### config.mk
export PLATFORM = sky130hd
export DESIGN_NAME = fetch_ctrl
export DESIGN_NICKNAME = d
export VERILOG_FILES = /design/src/rtl/fetch_ctrl.sv
export SDC_FILE = /design/constraint.sdc
export NUM_CORES = 1
export LEC_CHECK = 0
export BUFFER_PORTS_ARGS = -buffer_cell sky130_fd_sc_hd__clkbuf_2
export CAP_MARGIN = 15
export CORE_MARGIN = 1.5
export CORE_UTILIZATION = 39
export DETAILED_ROUTE_END_ITERATION = 8
export PLACE_DENSITY = 0.7
export SETUP_SLACK_MARGIN = 0.05
export SYNTH_ARGS = -nofsm -noshare
export SYNTH_HDL_FRONTEND = slang
export SYNTH_SLANG_ARGS = --single-unit
export TNS_END_PERCENT = 1
### constraint.sdc
create_clock -name clk -period 3.13 [get_ports clk]
set_input_delay 0.4695 -clock clk [delete_from_list [all_inputs] [get_ports clk]]
set_output_delay 0.4695 -clock clk [all_outputs]
set_load 0.02 [all_outputs]
### src/rtl/fetch_ctrl.sv
// fetch_ctrl: instruction fetch controller. It requests one word at the PC, holds it
// in the instruction register until decode accepts it, then advances or redirects.
// Ports: clk, rst (async active-high); start/halt/redirect/redirect_pc control;
//   imem_req/imem_addr/imem_rdy/imem_rdata memory port; ir_valid/ir/ir_pc/dec_ready
//   decode port; busy status; fetch_cnt accepted-instruction count.
// Optional: define FETCH_PERF_CNT_EN to build the saturating fetch_cnt counter;
//   without it fetch_cnt is constant zero.
module fetch_ctrl #(
    parameter logic [31:0] RESET_PC = 32'h0000_0000,
    parameter logic [31:0] PC_STEP  = 32'd4
) (
    input  logic        clk,
    input  logic        rst,
    input  logic        start,
    input  logic        halt,
    input  logic        redirect,
    input  logic [31:0] redirect_pc,
    output logic        imem_req,
    output logic [31:0] imem_addr,
    input  logic        imem_rdy,
    input  logic [31:0] imem_rdata,
    output logic        ir_valid,
    output logic [31:0] ir,
    output logic [31:0] ir_pc,
    input  logic        dec_ready,
    output logic        busy,
    output logic [15:0] fetch_cnt
);

    typedef enum logic [1:0] {
        S_IDLE = 2'd0,
        S_REQ  = 2'd1,
        S_HOLD = 2'd2
    } state_t;

    state_t      state_q, state_d;
    logic [31:0] pc_q, pc_d;
    logic [31:0] ir_q, ir_d;
    logic [31:0] ir_pc_q, ir_pc_d;

    always_ff @(posedge clk or posedge rst) begin
        if (rst) begin
            state_q <= S_IDLE;
            pc_q    <= RESET_PC;
            ir_q    <= 32'h0;
            ir_pc_q <= 32'h0;
        end else begin
            state_q <= state_d;
            pc_q    <= pc_d;
            ir_q    <= ir_d;
            ir_pc_q <= ir_pc_d;
        end
    end

    always_comb begin
        state_d = state_q;
        pc_d    = pc_q;
        ir_d    = ir_q;
        ir_pc_d = ir_pc_q;
        unique case (state_q)
            S_IDLE: begin
                if (redirect) pc_d = redirect_pc;
                if (start) state_d = S_REQ;
            end
            S_REQ: begin
                // A redirect wins over returning data, so that data is dropped.
                if (redirect) begin
                    pc_d = redirect_pc;
                end else if (imem_rdy) begin
                    ir_d    = imem_rdata;
                    ir_pc_d = pc_q;
                    state_d = S_HOLD;
                end
            end
            S_HOLD: begin
                // Redirect overrides both the sequential PC and halt.
                if (redirect) begin
                    pc_d    = redirect_pc;
                    state_d = S_REQ;
                end else if (dec_ready) begin
                    pc_d    = pc_q + PC_STEP;
                    state_d = halt ? S_IDLE : S_REQ;
                end
            end
            default: state_d = S_IDLE;
        endcase
    end

    // Outputs decode directly from state so reset drops them immediately.
    assign imem_req  = (state_q == S_REQ);
    assign imem_addr = pc_q;
    assign ir_valid  = (state_q == S_HOLD);
    assign ir        = ir_q;
    assign ir_pc     = ir_pc_q;
    assign busy      = (state_q != S_IDLE);

`ifdef FETCH_PERF_CNT_EN
    logic [15:0] cnt_q, cnt_d;
    logic        handoff;

    // A handoff counts even when a redirect arrives in the same cycle.
    assign handoff = (state_q == S_HOLD) && dec_ready;

    always_comb begin
        cnt_d = cnt_q;
        if (handoff && (cnt_q != 16'hFFFF)) cnt_d = cnt_q + 16'd1;
    end

    always_ff @(posedge clk or posedge rst) begin
        if (rst) cnt_q <= 16'h0;
        else     cnt_q <= cnt_d;
    end

    assign fetch_cnt = cnt_q;
`else
    assign fetch_cnt = 16'h0000;
`endif

endmodule
== Yosys cells after proc, flatten, opt, wreduce, memory -nomap -nowiden ==
Index checks and enable logic that the tools add are counted.
W data, S select, Z words.

* Register bits after elaboration: 98
* Input port bits: 71
* Word-level logic and storage cells: 31

* Add/sub/neg operators: 1
* Equality and inequality tests: 7
* Multiplexer cells: 11
* Bitwise logic cells: 1
* Reduce and logical (&&, ||, !) cells: 7

{| class="wikitable"
|+ Operator list
! cell !! count
|-
| $mux W32 || 3
|-
| $pmux W32 S2 || 1
|-
| $add A32 B3 Y32 const B || 1
|-
| $mux W2 || 5
|-
| $pmux W2 S3 || 1
|-
| $reduce_and A3 Y1 || 2
|-
| $ne A2 B1 Y1 const B || 2
|-
| $ne A2 B2 Y1 const B || 2
|-
| $reduce_and A4 Y1 || 1
|-
| $reduce_bool A2 Y1 || 2
|-
| $ne A3 B2 Y1 const B || 1
|-
| $eq A2 B1 Y1 const B || 1
|-
| $eq A2 B2 Y1 const B || 1
|-
| $logic_not A2 Y1 || 1
|-
| $reduce_or A2 Y1 || 1
|-
| $mux W1 || 1
|-
| $not A1 Y1 || 1
|}

== Logic depth before layout (Yosys ltp) ==
Gate-level depths: netlist (run 1).

* Word-level depth: 4
* Depth in mapped cells: 7
* Gate-level depth less buffers: 5

== Least setup slack after synthesis (run 1) ==
OpenSTA, ideal clock, no wires.

* Path type: reg2reg
* Start point: register pc_q[2] (netlist: imem_addr[2])
* End point: register pc_q[20] (netlist: imem_addr[20])
* Setup time: 0.145 ns
* Arrival: 1.793 ns
* Required time: 2.985 ns
* Setup slack: 1.192 ns
* Stages on the path, launching flop included: 6
* Cell sequence: dfrtp_1 > ha_1 > nand3_1 > or4_4 > o311ai_0 > o211ai_1

* Cells in the longest elaborated chain, start to end: 4

{| class="wikitable"
|+ Ends and longest elaborated chain
! item !! line !! source
|-
| start: declaration || 37 || <nowiki>logic [31:0] pc_q, pc_d;</nowiki>
|-
| start signal: assignment || 49 || <nowiki>pc_q <= pc_d;</nowiki>
|-
| $add A32 B3 Y32 || 81 || <nowiki>pc_d = pc_q + PC_STEP;</nowiki>
|-
| $mux W32 || 80 || <nowiki>end else if (dec_ready) begin</nowiki>
|-
| $mux W32 || 77 || <nowiki>if (redirect) begin</nowiki>
|-
| $pmux W32 S2 || 60 || <nowiki>unique case (state_q)</nowiki>
|}

No other way between the ends. The select of a mux whose other input is x is not followed.
A chain may end at the register's enable or synchronous reset.

== Final worst setup path (run 1) ==
* Start point: register pc_q[9] (netlist: imem_addr[9])
* End point: register pc_q[24] (netlist: imem_addr[24])

The elaborated chain is that of the path after synthesis.

==> results of run 1 <==
state kept, by name, summed over array words and instances, names as in the netlist:
name	flops
imem_addr	32
ir	32
ir_pc	32
state_q	2
logic make-up (layout without fill, tap and decap cells):
group	count (synthesis)	count (layout)	share of synthesized area, %
multiplexers	75	75	17.4
AND/OR/NAND/NOR	117	117	13.8
AO/OA/AOI/OAI	85	85	12.0
buffers and inverters	47	195	5.33
adder cells (fa/ha/maj)	1	1	0.261
flip-flops	98	98	51.2
other	1	16	0.0782
per-stage QoR:
| stage | instance area, um2 | power [uW] | hold WS (ps) | utilization, % |
|---|---|---|---|---|
| final | 6070 | 5660 | 200 | 50.6 |
| after global routing | 6070 | 5980 | 274 | 50.6 |
| after CTS | 6070 | 5720 | 234 | 50.6 |
| after detailed placement | 5750 | 4500 | 495 | 47.8 |
| after global placement | 5750 | 4410 | 488 | 47.8 |
| after floorplan | 4850 | 3660 | 569 | - |
routing by layer:
metal / track usage (%) / up-vias / share of wire [%]
li1: - / 1868 / -
met4: 8.67 / 0 / 2.8
met2: 32.0 / 141 / 49
met3: 4.36 / 23 / 5.5
met1: 24.2 / 1893 / 43
met5: 0 / - / 0
power groups by stage:
stage,logic [uW],clock network [uW],registers [uW]
3_5_place_dp,2240,0,2250
5_1_grt,2380,1290,2300
6_report,2220,1220,2220
2_1_floorplan,854,0,2800
3_3_place_gp,2210,0,2200
4_1_cts,2250,1240,2230
cell usage in the layout, fill, tap and decap left out, types with 9 or more instances in the layout:
master | synthesis | final
clkbuf_2 | 1 | 169
nand2_1 | 17 | 17
nand2b_1 | 12 | 12
nor2_1 | 22 | 22
nor3_1 | 11 | 11
o21ai_0 | 13 | 13
clkbuf_16 | 0 | 9
nand4_1 | 10 | 10
a21oi_1 | 21 | 20
mux2_2 | 67 | 67
dfrtp_1 | 98 | 98
conb_1 | 1 | 16
nand3_1 | 13 | 13
how the worst max path moves through the flow:
| stage | slack (ps) | to | from | depth (start not counted) |
|---|---|---|---|---|
| floorplan | 100 | imem_addr[0] | rst | 1 |
| global placement | 900 | imem_addr[11] | redirect | 6 |
| detailed placement | 900 | imem_addr[13] | redirect | 5 |
| CTS | 960 | imem_addr[24] | imem_addr[9] | 4 |
| global route | 660 | imem_addr[24] | imem_addr[9] | 4 |
| finish | 950 | imem_addr[24] | imem_addr[9] | 4 |
worst reg2reg max path, cell delays in order, from the launching register on:
cell	delay (ps)
dfrtp_1	490
nand4_1	490
nor4_4	660
a311oi_1	180
a311oi_1	270
layout make-up:
class | instances | area [um2]
clock buffer | 11 | 253
inverter | 3 | 13.8
tap | 147 | 184
sequential | 98 | 2450
timing repair buffer | 177 | 943
fill | 1130 | 5940
clock inverter | 4 | 75.1
multi-input combinational | 294 | 2150
==> impl_results.md, run 1 <==
* Run status: completed
* Sequential share of power at 39.3%
* CTS Buf Count at 9
* Pre-CTS setup slack at 901 ps
* Count leader, synth: dfrtp_1
* Total congestion overflow at 0
* #FFs+latches synth at 98
* RR Startpoint: imem_addr[9]
* Worst skew pair latency at 350 ps
* Die Wd at 114 um
* R2r setup slk at 950 ps
* CP Buf/Inv Count at 0
* Internal at 3430 uW
* Post-Syn Instances at 424
* Largest net degree at the start of global routing at 53
* Clk network pwr share at 21.5%
* Fraction of layout cells with a size suffix above 1 at 46.2%
* Max FO, Critical Path at 11
* Area grow syn2layout at 26.7%
* Commonest cells in the netlist: 98 x dfrtp_1, 67 x mux2_2, 22 x nor2_1
* Max cap viols at 0
* Terminus of the critical flop-to-flop path: imem_addr[24]
* Post-Syn Area per Cell at 11.3 um2
* Slew @ Worst Pin at 707 ps
* Synth top area share at 51.2%
* Die height at 114 um
* Slowest cell on crit path: nor4_4
* CP endpoint kind: flip-flop
* Peak supply drop at 0.420 mV
* Ys async rst share at 100%
* Inst Count DP at 719
* Fmax achieved at 0.459 GHz
* Via Count at 3925
* Clock buffer depth at 2
* Synth Flop Type: dfrtp_1
* Drt first pass iters at 4
* Critical Path AT at 2430 ps
* Worst path required time at 3380 ps
* Critical path launch point type: flip-flop
* Post-CTS Hold Buffers at 0
* Kind of critical path: flip-flop to flip-flop
* DIE AREA at 13000 um2
* Final Max Slew Viols at 0
* Seq/Total Area, Yosys at 51.2%
* Path type of the worst min-delay path: input pin to async pin
* Leading area contributor after synthesis: dfrtp_1
* Clk sinks at 98
* Reg2Reg Depth at 4
* Critical Path Max Stage Delay at 660 ps
* Cell variety after synth at 56
* Cell family with most CP delay: simple AND/OR/NAND/NOR gates
* Clk Tree Root Cell: clkbuf_16
* Hpwl dp at 9.05 mm
* Final Wtd Congestion at 0.854
* # rows at 40
* Initial Util at 39.9%
* IO Pins at 186
* Drt drc at 0
* Minimum clock period at 2180 ps
* Routed WL per cell at 16.8 um
* Setup repair bufs after CTS at 0
* Worst-path clk slew at 70 ps
* Fin cells at 734
* Yosys Warn Count at 0
* Pwr dens at 932 nW/um2
* Setup-failing EPs final at 0
* Switching Fraction at 39.5%
* Inserted Diodes at 0
* Total global routing track utilization at 19.3%
* Iter 0 DRT Violations at 215
* DRT Wirelength at 12.4 mm
* Nets at 655
* Most frequent cell on the critical path: a311oi_1
* Leak at 0.00277 uW
* Initial antenna violation count at 0
* Vias in the first global route at 3816
* CTS resizes at 0
* I/O Buffers at 169
* Fin crit share at 69.6%
* RSZ-0062 raised after global routing: false
* Vias/cell at 5.35
* Combinational fraction of design power at 39.2%
* Slew Limit Headroom at 52.7%
* Synth area leaders: dfrtp_1 51%, mux2_2 16%, buf_4 2.5%
* Sum Neg Setup Slack at 0 ps
* Fin Clk Skew at 7.19 ps
* CP cell instances: nand4_1 -> nor4_4 -> a311oi_1 -> a311oi_1
* First-pass GRT wire length at 19.3 mm
* Net Sw Power at 2230 uW
* Final setup margin at 950 ps
* Core ar. at 12000 um2
* H-Tree Depth at 3
* Synthesized area at 4790 um2
* Final ANT Viol Nets at 0
* Final Hold Violating Endpoints at 0
* CTS tree: built
* Number of flops mapped to enable cells by yosys at 0
No activity file was read; power rests on OpenSTA's default activity.
==> run 2, diff against run 1 <==
clock period = 1.9 ns   (was 3.13 ns; I/O delays follow)
==> run 2 against run 1 <==
Combinational power is 81% higher; worst hold slack got worse by 200 ps; clock power is 49% higher; fmax is 21% higher; sequential share of layout area is 1.6 points lower; clock skew down 1.6 ps; flip-flop and latch count unchanged; setup slack worse by 850 ps; die area unchanged; register-to-register slack got worse by 850 ps; critical endpoint is now imem_addr[27]; highest routed layer unchanged.
==> impl_results.md, run 2 (same netlist as run 1, synthesis figures left out) <==
* Run status: completed (unchanged)
* Worst skew pair latency at 340 ps (was 350 ps)
* IO Pins at 186 (unchanged)
* CP endpoint kind: flip-flop (unchanged)
* DRT Wirelength at 12.7 mm (was 12.4 mm)
* Routed WL per cell at 16.5 um (was 16.8 um)
* Switching Fraction at 40.0% (was 39.5%)
* Vias in the first global route at 3894 (was 3816)
* CTS Buf Count at 9 (unchanged)
* RSZ-0062 raised after global routing: true (was false)
* DIE AREA at 13000 um2 (unchanged)
* Fin crit share at 94.6% (was 69.6%)
* Cell Area, Placed at 6010 um2 (was 5750 um2)
* Nets at 688 (was 655)
* Drt first pass iters at 5 (was 4)
* Fraction of layout cells with a size suffix above 1 at 49.6% (was 46.2%)
* Largest net degree at the start of global routing at 57 (was 53)
* Combinational fraction of design power at 42.9% (was 39.2%)
* Drt drc at 0 (unchanged)
* Critical Path AT at 2020 ps (was 2430 ps)
* Filler cells at 1102 (was 1130)
* Worst path required time at 2120 ps (was 3380 ps)
* Leak at 0.00292 uW (was 0.00277 uW)
* Critical path launch point type: flip-flop (unchanged)
* Hpwl dp at 9.54 mm (was 9.05 mm)
* Die height at 114 um (unchanged)
* Peak supply drop at 0.588 mV (was 0.420 mV)
* Vias/cell at 5.33 (was 5.35)
* Clk network pwr share at 19.4% (was 21.5%)
* Terminus of the critical flop-to-flop path: imem_addr[27] (was imem_addr[24])
* Total global routing track utilization at 19.7% (was 19.3%)
* R2r setup slk at 100 ps (was 950 ps)
* Clock buffer depth at 2 (unchanged)
* Final ANT Viol Nets at 0 (unchanged)
* Initial Util at 39.9% (unchanged)
* RR Startpoint: imem_addr[3] (was imem_addr[9])
* Critical Path Max Stage Delay at 400 ps (was 660 ps)
* Met1 WL at 5.38 mm (was 5.33 mm)
* Minimum clock period at 1800 ps (was 2180 ps)
* Max cap viols at 0 (unchanged)
* Design area at 6330 um2 (was 6070 um2)
* Net Sw Power at 3750 uW (was 2230 uW)
* Setup crit end: imem_addr[27] (was imem_addr[24])
* # rows at 40 (unchanged)
* CTS tree: built (unchanged)
* Crit path from: imem_addr[3] (was imem_addr[9])
* First-pass GRT wire length at 19.9 mm (was 19.3 mm)
* Pwr dens at 1480 nW/um2 (was 932 nW/um2)
* Max FO, Critical Path at 6 (was 11)
* Worst-path clk slew at 70 ps (about the same)
* I/O Buffers at 169 (unchanged)
* Most common cell after layout, fill and taps aside: clkbuf_2 (unchanged)
* Initial antenna violation count at 0 (unchanged)
* H-Tree Depth at 3 (unchanged)
* Kind of critical path: flip-flop to flip-flop (unchanged)
* Internal at 5630 uW (was 3430 uW)
* DR top layer: met4 (unchanged)
* CP cell instances: buf_4 -> and4_1 -> nand3_1 -> nor4_1 -> buf_4 -> a211oi_1 (was nand4_1 -> nor4_4 -> a311oi_1 -> a311oi_1)
* Fmax achieved at 0.556 GHz (was 0.459 GHz)
* Final Hold Violating Endpoints at 0 (unchanged)
* Area grow syn2layout at 32.1% (was 26.7%)
* Sequential share of power at 37.7% (was 39.3%)
* Final Max Slew Viols at 0 (unchanged)
* Slew Limit Headroom at 63.7% (was 52.7%)
* Setup-failing EPs final at 0 (unchanged)
* Final setup margin at 103 ps (was 950 ps)
* Reg2Reg Depth at 6 (was 4)
* Inserted Diodes at 0 (unchanged)
* Die Wd at 114 um (unchanged)
* Core ar. at 12000 um2 (unchanged)
* Via Count at 4095 (was 3925)
* Final Wtd Congestion at 0.885 (was 0.854)
* Iter 0 DRT Violations at 211 (was 215)
* Metal2 WL at 6.30 mm (was 6.00 mm)
* Post-CTS Hold Buffers at 0 (unchanged)
* Pre-CTS setup slack at 88.0 ps (was 901 ps)
* Path type of the worst min-delay path: input pin to async pin (unchanged)
* Fin Clk Skew at 5.56 ps (was 7.19 ps)
* Most frequent cells in the layout: 169 x clkbuf_2, 97 x dfrtp_1, 67 x mux2_2 (was 169 x clkbuf_2, 98 x dfrtp_1, 67 x mux2_2)
* Most frequent cell on the critical path: buf_4 (was a311oi_1)
* Clk sinks at 98 (unchanged)
* Clk Tree Root Cell: clkbuf_16 (unchanged)
* Slowest cell on crit path: dfrtp_1 (was nor4_4)
* Slew @ Worst Pin at 545 ps (was 707 ps)
* Total congestion overflow at 0 (unchanged)
* Met3 WL post-DR at 878 um (was 678 um)
==> run 2: changes by cell type in the layout (fill, tap and decap cells not counted), sizes merged <==
cell	change
clkinvlp	-1
bufinv	-1
buf	+33
clkbuf	-1
clkinv	+4
==> run 2: through the flow <==
step / power (uW) / TNS, ps / cells / hold slack (ps) / util, %
after global routing: 9940 / 0 / 768 / 31.7 / 52.7
after floorplan: 6030 / -901 / 439 / 385 / -
after detailed placement: 7610 / 0 / 752 / 386 / 50.0
final: 9390 / 0 / 768 / 0.876 / 52.7
after global placement: 7470 / 0 / 752 / 375 / 50.0
after CTS: 9460 / 0 / 768 / 14.7 / 52.5
==> run 2: per-layer routing <==
layer	track usage (%)	vias to the layer above
met5	0	-
met4	5.17	0
met3	5.42	7
met2	32.8	159
met1	25.4	2002
li1	-	1927
==> run 2: worst min path at each step <==
stage	from	end	slack, ps	cells past startpoint
2_1_floorplan	dec_ready	state_q[1]	380	1
3_3_place_gp	rst	ir[15]	370	3
3_5_place_dp	rst	ir[13]	390	3
4_1_cts	rst	ir_pc[31]	10	3
5_1_grt	rst	ir[8]	30	3
6_report	rst	ir[13]	0.9	3
==> run 2: what timing repair did <==
item	CTS	global route
resized for setup	0	6
setup buffers	0	0
hold endpoints to repair	0	0
endpoints found under the setup margin	0	8
==> run 2: cell type report <==
class	instances	area, um2	area share [%]
sequential	98	2450	38.8
clock inverter	6	66.3	1.05
tap	147	184	2.91
multi-input combinational	294	2180	34.4
inverter	3	15.0	0.237
timing repair buffer	210	1200	19.0
clock buffer	10	229	3.62
==> run 2: power groups by stage <==
stage,Clock (uW),Sequential [uW],Combinational (uW)
after floorplan,0,4620,1410
after global placement,0,3500,3970
after detailed placement,0,3570,4040
after CTS,1880,3540,4050
after global routing,1950,3670,4310
final,1820,3540,4020
==> run 2: worst max-delay path: cells and delay by family (launching register included) <==
kind	cells	cell delay, ps
AO/OA/AOI/OAI	1	60
buffers and inverters	2	360
flip-flops	1	400
AND/OR/NAND/NOR	3	850
==> run 3, diff against run 2 <==
CORE_UTILIZATION = 44   (was 39)
GPL_ROUTABILITY_DRIVEN = 0   (was default)
PLACE_DENSITY = 0.77   (was 0.7)
==> run 3 against run 2 <==
Sequential share of layout area grew 0.71 points; flip-flop and latch count is the same; fmax is essentially flat; clock skew grew 7.8 ps; worst hold slack gained 49 ps; sequential power is essentially flat; largest power group unchanged.
==> impl_results.md, run 3 (same netlist as run 1, synthesis figures left out) <==
* Run status: completed (unchanged)
* # rows at 37 (was 40)
* Slew @ Worst Pin at 520 ps (was 545 ps)
* Die Wd at 107 um (was 114 um)
* Initial Util at 45.8% (was 39.9%)
* Most common cell after layout, fill and taps aside: clkbuf_2 (unchanged)
* Iter 0 DRT Violations at 249 (was 211)
* Final ANT Viol Nets at 0 (unchanged)
* Slew Limit Headroom at 65.3% (was 63.7%)
* Max cap viols at 0 (unchanged)
* Inserted Diodes at 0 (unchanged)
* Inst Count DP at 742 (was 752)
* Largest net degree at the start of global routing at 99 (was 57)
* H-Tree Depth at 3 (unchanged)
* Setup-failing EPs final at 0 (unchanged)
* Minimum clock period at 1800 ps (about the same)
* Critical Path AT at 2040 ps (was 2020 ps)
* Fmax achieved at 0.556 GHz (about the same)
* Total global routing track utilization at 21.2% (was 19.7%)
* Fin crit share at 94.7% (was 94.6%)
* CTS Buf Count at 9 (unchanged)
* Fraction of layout cells with a size suffix above 1 at 50.2% (was 49.6%)
* Most frequent cell on the critical path: buf_4 (unchanged)
* Area grow syn2layout at 29.7% (was 32.1%)
* Slowest cell on crit path: dfrtp_1 (unchanged)
* Worst skew pair latency at 380 ps (was 340 ps)
* Initial antenna violation count at 0 (unchanged)
* Max FO, Critical Path at 8 (was 6)
* Die height at 107 um (was 114 um)
* Hpwl dp at 9.13 mm (was 9.54 mm)
* Nets at 689 (was 688)
* Critical path launch point type: flip-flop (unchanged)
* Pwr dens at 1420 nW/um2 (was 1480 nW/um2)
* Clock buffer depth at 2 (unchanged)
* Fin cells at 758 (was 768)
* DRT Wirelength at 12.3 mm (was 12.7 mm)
* CP endpoint kind: flip-flop (unchanged)
* Kind of critical path: flip-flop to flip-flop (unchanged)
* CP cell instances: buf_4 -> and4_1 -> nand3_1 -> nor4_2 -> buf_4 -> a211oi_1 (was buf_4 -> and4_1 -> nand3_1 -> nor4_1 -> buf_4 -> a211oi_1)
* CTS tree: built (unchanged)
* Peak supply drop at 0.889 mV (was 0.588 mV)
* Worst-path clk slew at 100 ps (was 70 ps)
* Drt first pass iters at 4 (was 5)
* CP Buf/Inv Count at 2 (unchanged)
* Core ar. at 10500 um2 (was 12000 um2)
* Final Max Slew Viols at 0 (unchanged)
* Total congestion overflow at 0 (unchanged)
* Clk Tree Root Cell: clkbuf_8 (was clkbuf_16)
* Routed WL per cell at 16.3 um (was 16.5 um)
* First-pass GRT wire length at 19.3 mm (was 19.9 mm)
* Drt drc at 0 (unchanged)
* I/O Buffers at 169 (unchanged)
* Via Count at 4132 (was 4095)
* Post-CTS Hold Buffers at 0 (unchanged)
* Cell family with most CP delay: simple AND/OR/NAND/NOR gates (unchanged)
* Worst path required time at 2140 ps (was 2120 ps)
* Leak at 0.00288 uW (was 0.00292 uW)
* RSZ-0062 raised after global routing: true (unchanged)
* Path type of the worst min-delay path: input pin to async pin (unchanged)
* IO Pins at 186 (unchanged)
* Vias/cell at 5.45 (was 5.33)
* Critical Path Max Stage Delay at 380 ps (was 400 ps)
* Clk sinks at 98 (unchanged)
* Final Hold Violating Endpoints at 0 (unchanged)
* Fin Clk Skew at 13.4 ps (was 5.56 ps)
* Sum Neg Setup Slack at 0 ps (unchanged)
* Most frequent cells in the layout: 169 x clkbuf_2, 97 x dfrtp_1, 67 x mux2_2 (unchanged)
* DIE AREA at 11500 um2 (was 13000 um2)
* Vias in the first global route at 4016 (was 3894)
[run 3: cell types whose count changed in the layout (fill, tap and decap cells not counted), sizes merged]
| cell | before | now |
|---|---|---|
| inv | 3 | 5 |
| bufinv | 1 | 0 |
| clkinv | 4 | 3 |
| buf | 41 | 42 |
[run 3: path summary, 6_finish.rpt]
| path | slack, ps | to | cells past startpoint | from |
|---|---|---|---|---|
| max | 100 | imem_addr[27] | 6 | imem_addr[9] |
| min | 50 | ir[17] | 3 | rst |
| max reg2reg | 100 | imem_addr[27] | 6 | imem_addr[9] |
| min reg2reg | 510 | ir_pc[18] | 1 | ir_pc[18] |
| max in group asynchronous | 1460 | ir_pc[14] | 3 | rst |
| min in group clk | 130 | ir[7] | 2 | imem_rdata[7] |
[run 3: area by class of cell]
| class | instances | area (um2) |
|---|---|---|
| Clock inverter | 6 | 57.6 |
| Tap cell | 136 | 170 |
| Timing Repair Buffer | 211 | 1200 |
| Fill cell | 896 | 4250 |
| Sequential cell | 98 | 2450 |
| Inverter | 3 | 15.0 |
| Multi-Input combinational cell | 294 | 2180 |
| Clock buffer | 10 | 138 |
[run 3: per-stage QoR]
step | util [%] | hold slack [ps] | setup slack, ps | cell area (um2) | total power (uW)
3_5_place_dp | 57.2 | 480 | 109 | 5990 | 7590
5_1_grt | 59.4 | 103 | 15.5 | 6220 | 9350
6_report | 59.4 | 49.7 | 101 | 6220 | 8850
3_3_place_gp | 57.2 | 460 | 183 | 5990 | 7440
2_1_floorplan | - | 385 | -38.2 | 4850 | 6030
4_1_cts | 59.1 | 70.1 | 95.2 | 6180 | 8920
[run 3: timing repair]
| action | CTS | global route |
|---|---|---|
| buffers inserted | 0 | 0 |
| endpoints found under the hold margin | 0 | 0 |
| gates resized for setup | 0 | 8 |
| setup endpoints to repair | 0 | 15 |
[run 3: power breakdown]
group | switching [uW] | total, uW | internal (uW)
Clock | 794 | 1340 | 542
Combinational | 2360 | 3990 | 1630
Sequential | 563 | 3520 | 2950
[run 3: worst reg2reg max path, stage by stage, from the launching register on]
cell and delay [ps]:
dfrtp_1 380, buf_4 170, and4_1 300, nand3_1 270
nor4_2 310, buf_4 180, a211oi_1 60
[run 3: per-layer routing]
metal | track usage, % | wire length (um)
met4 | 8.18 | 309
met2 | 36.0 | 6180
met3 | 3.63 | 777
met1 | 27.0 | 5050
met5 | 0 | 0
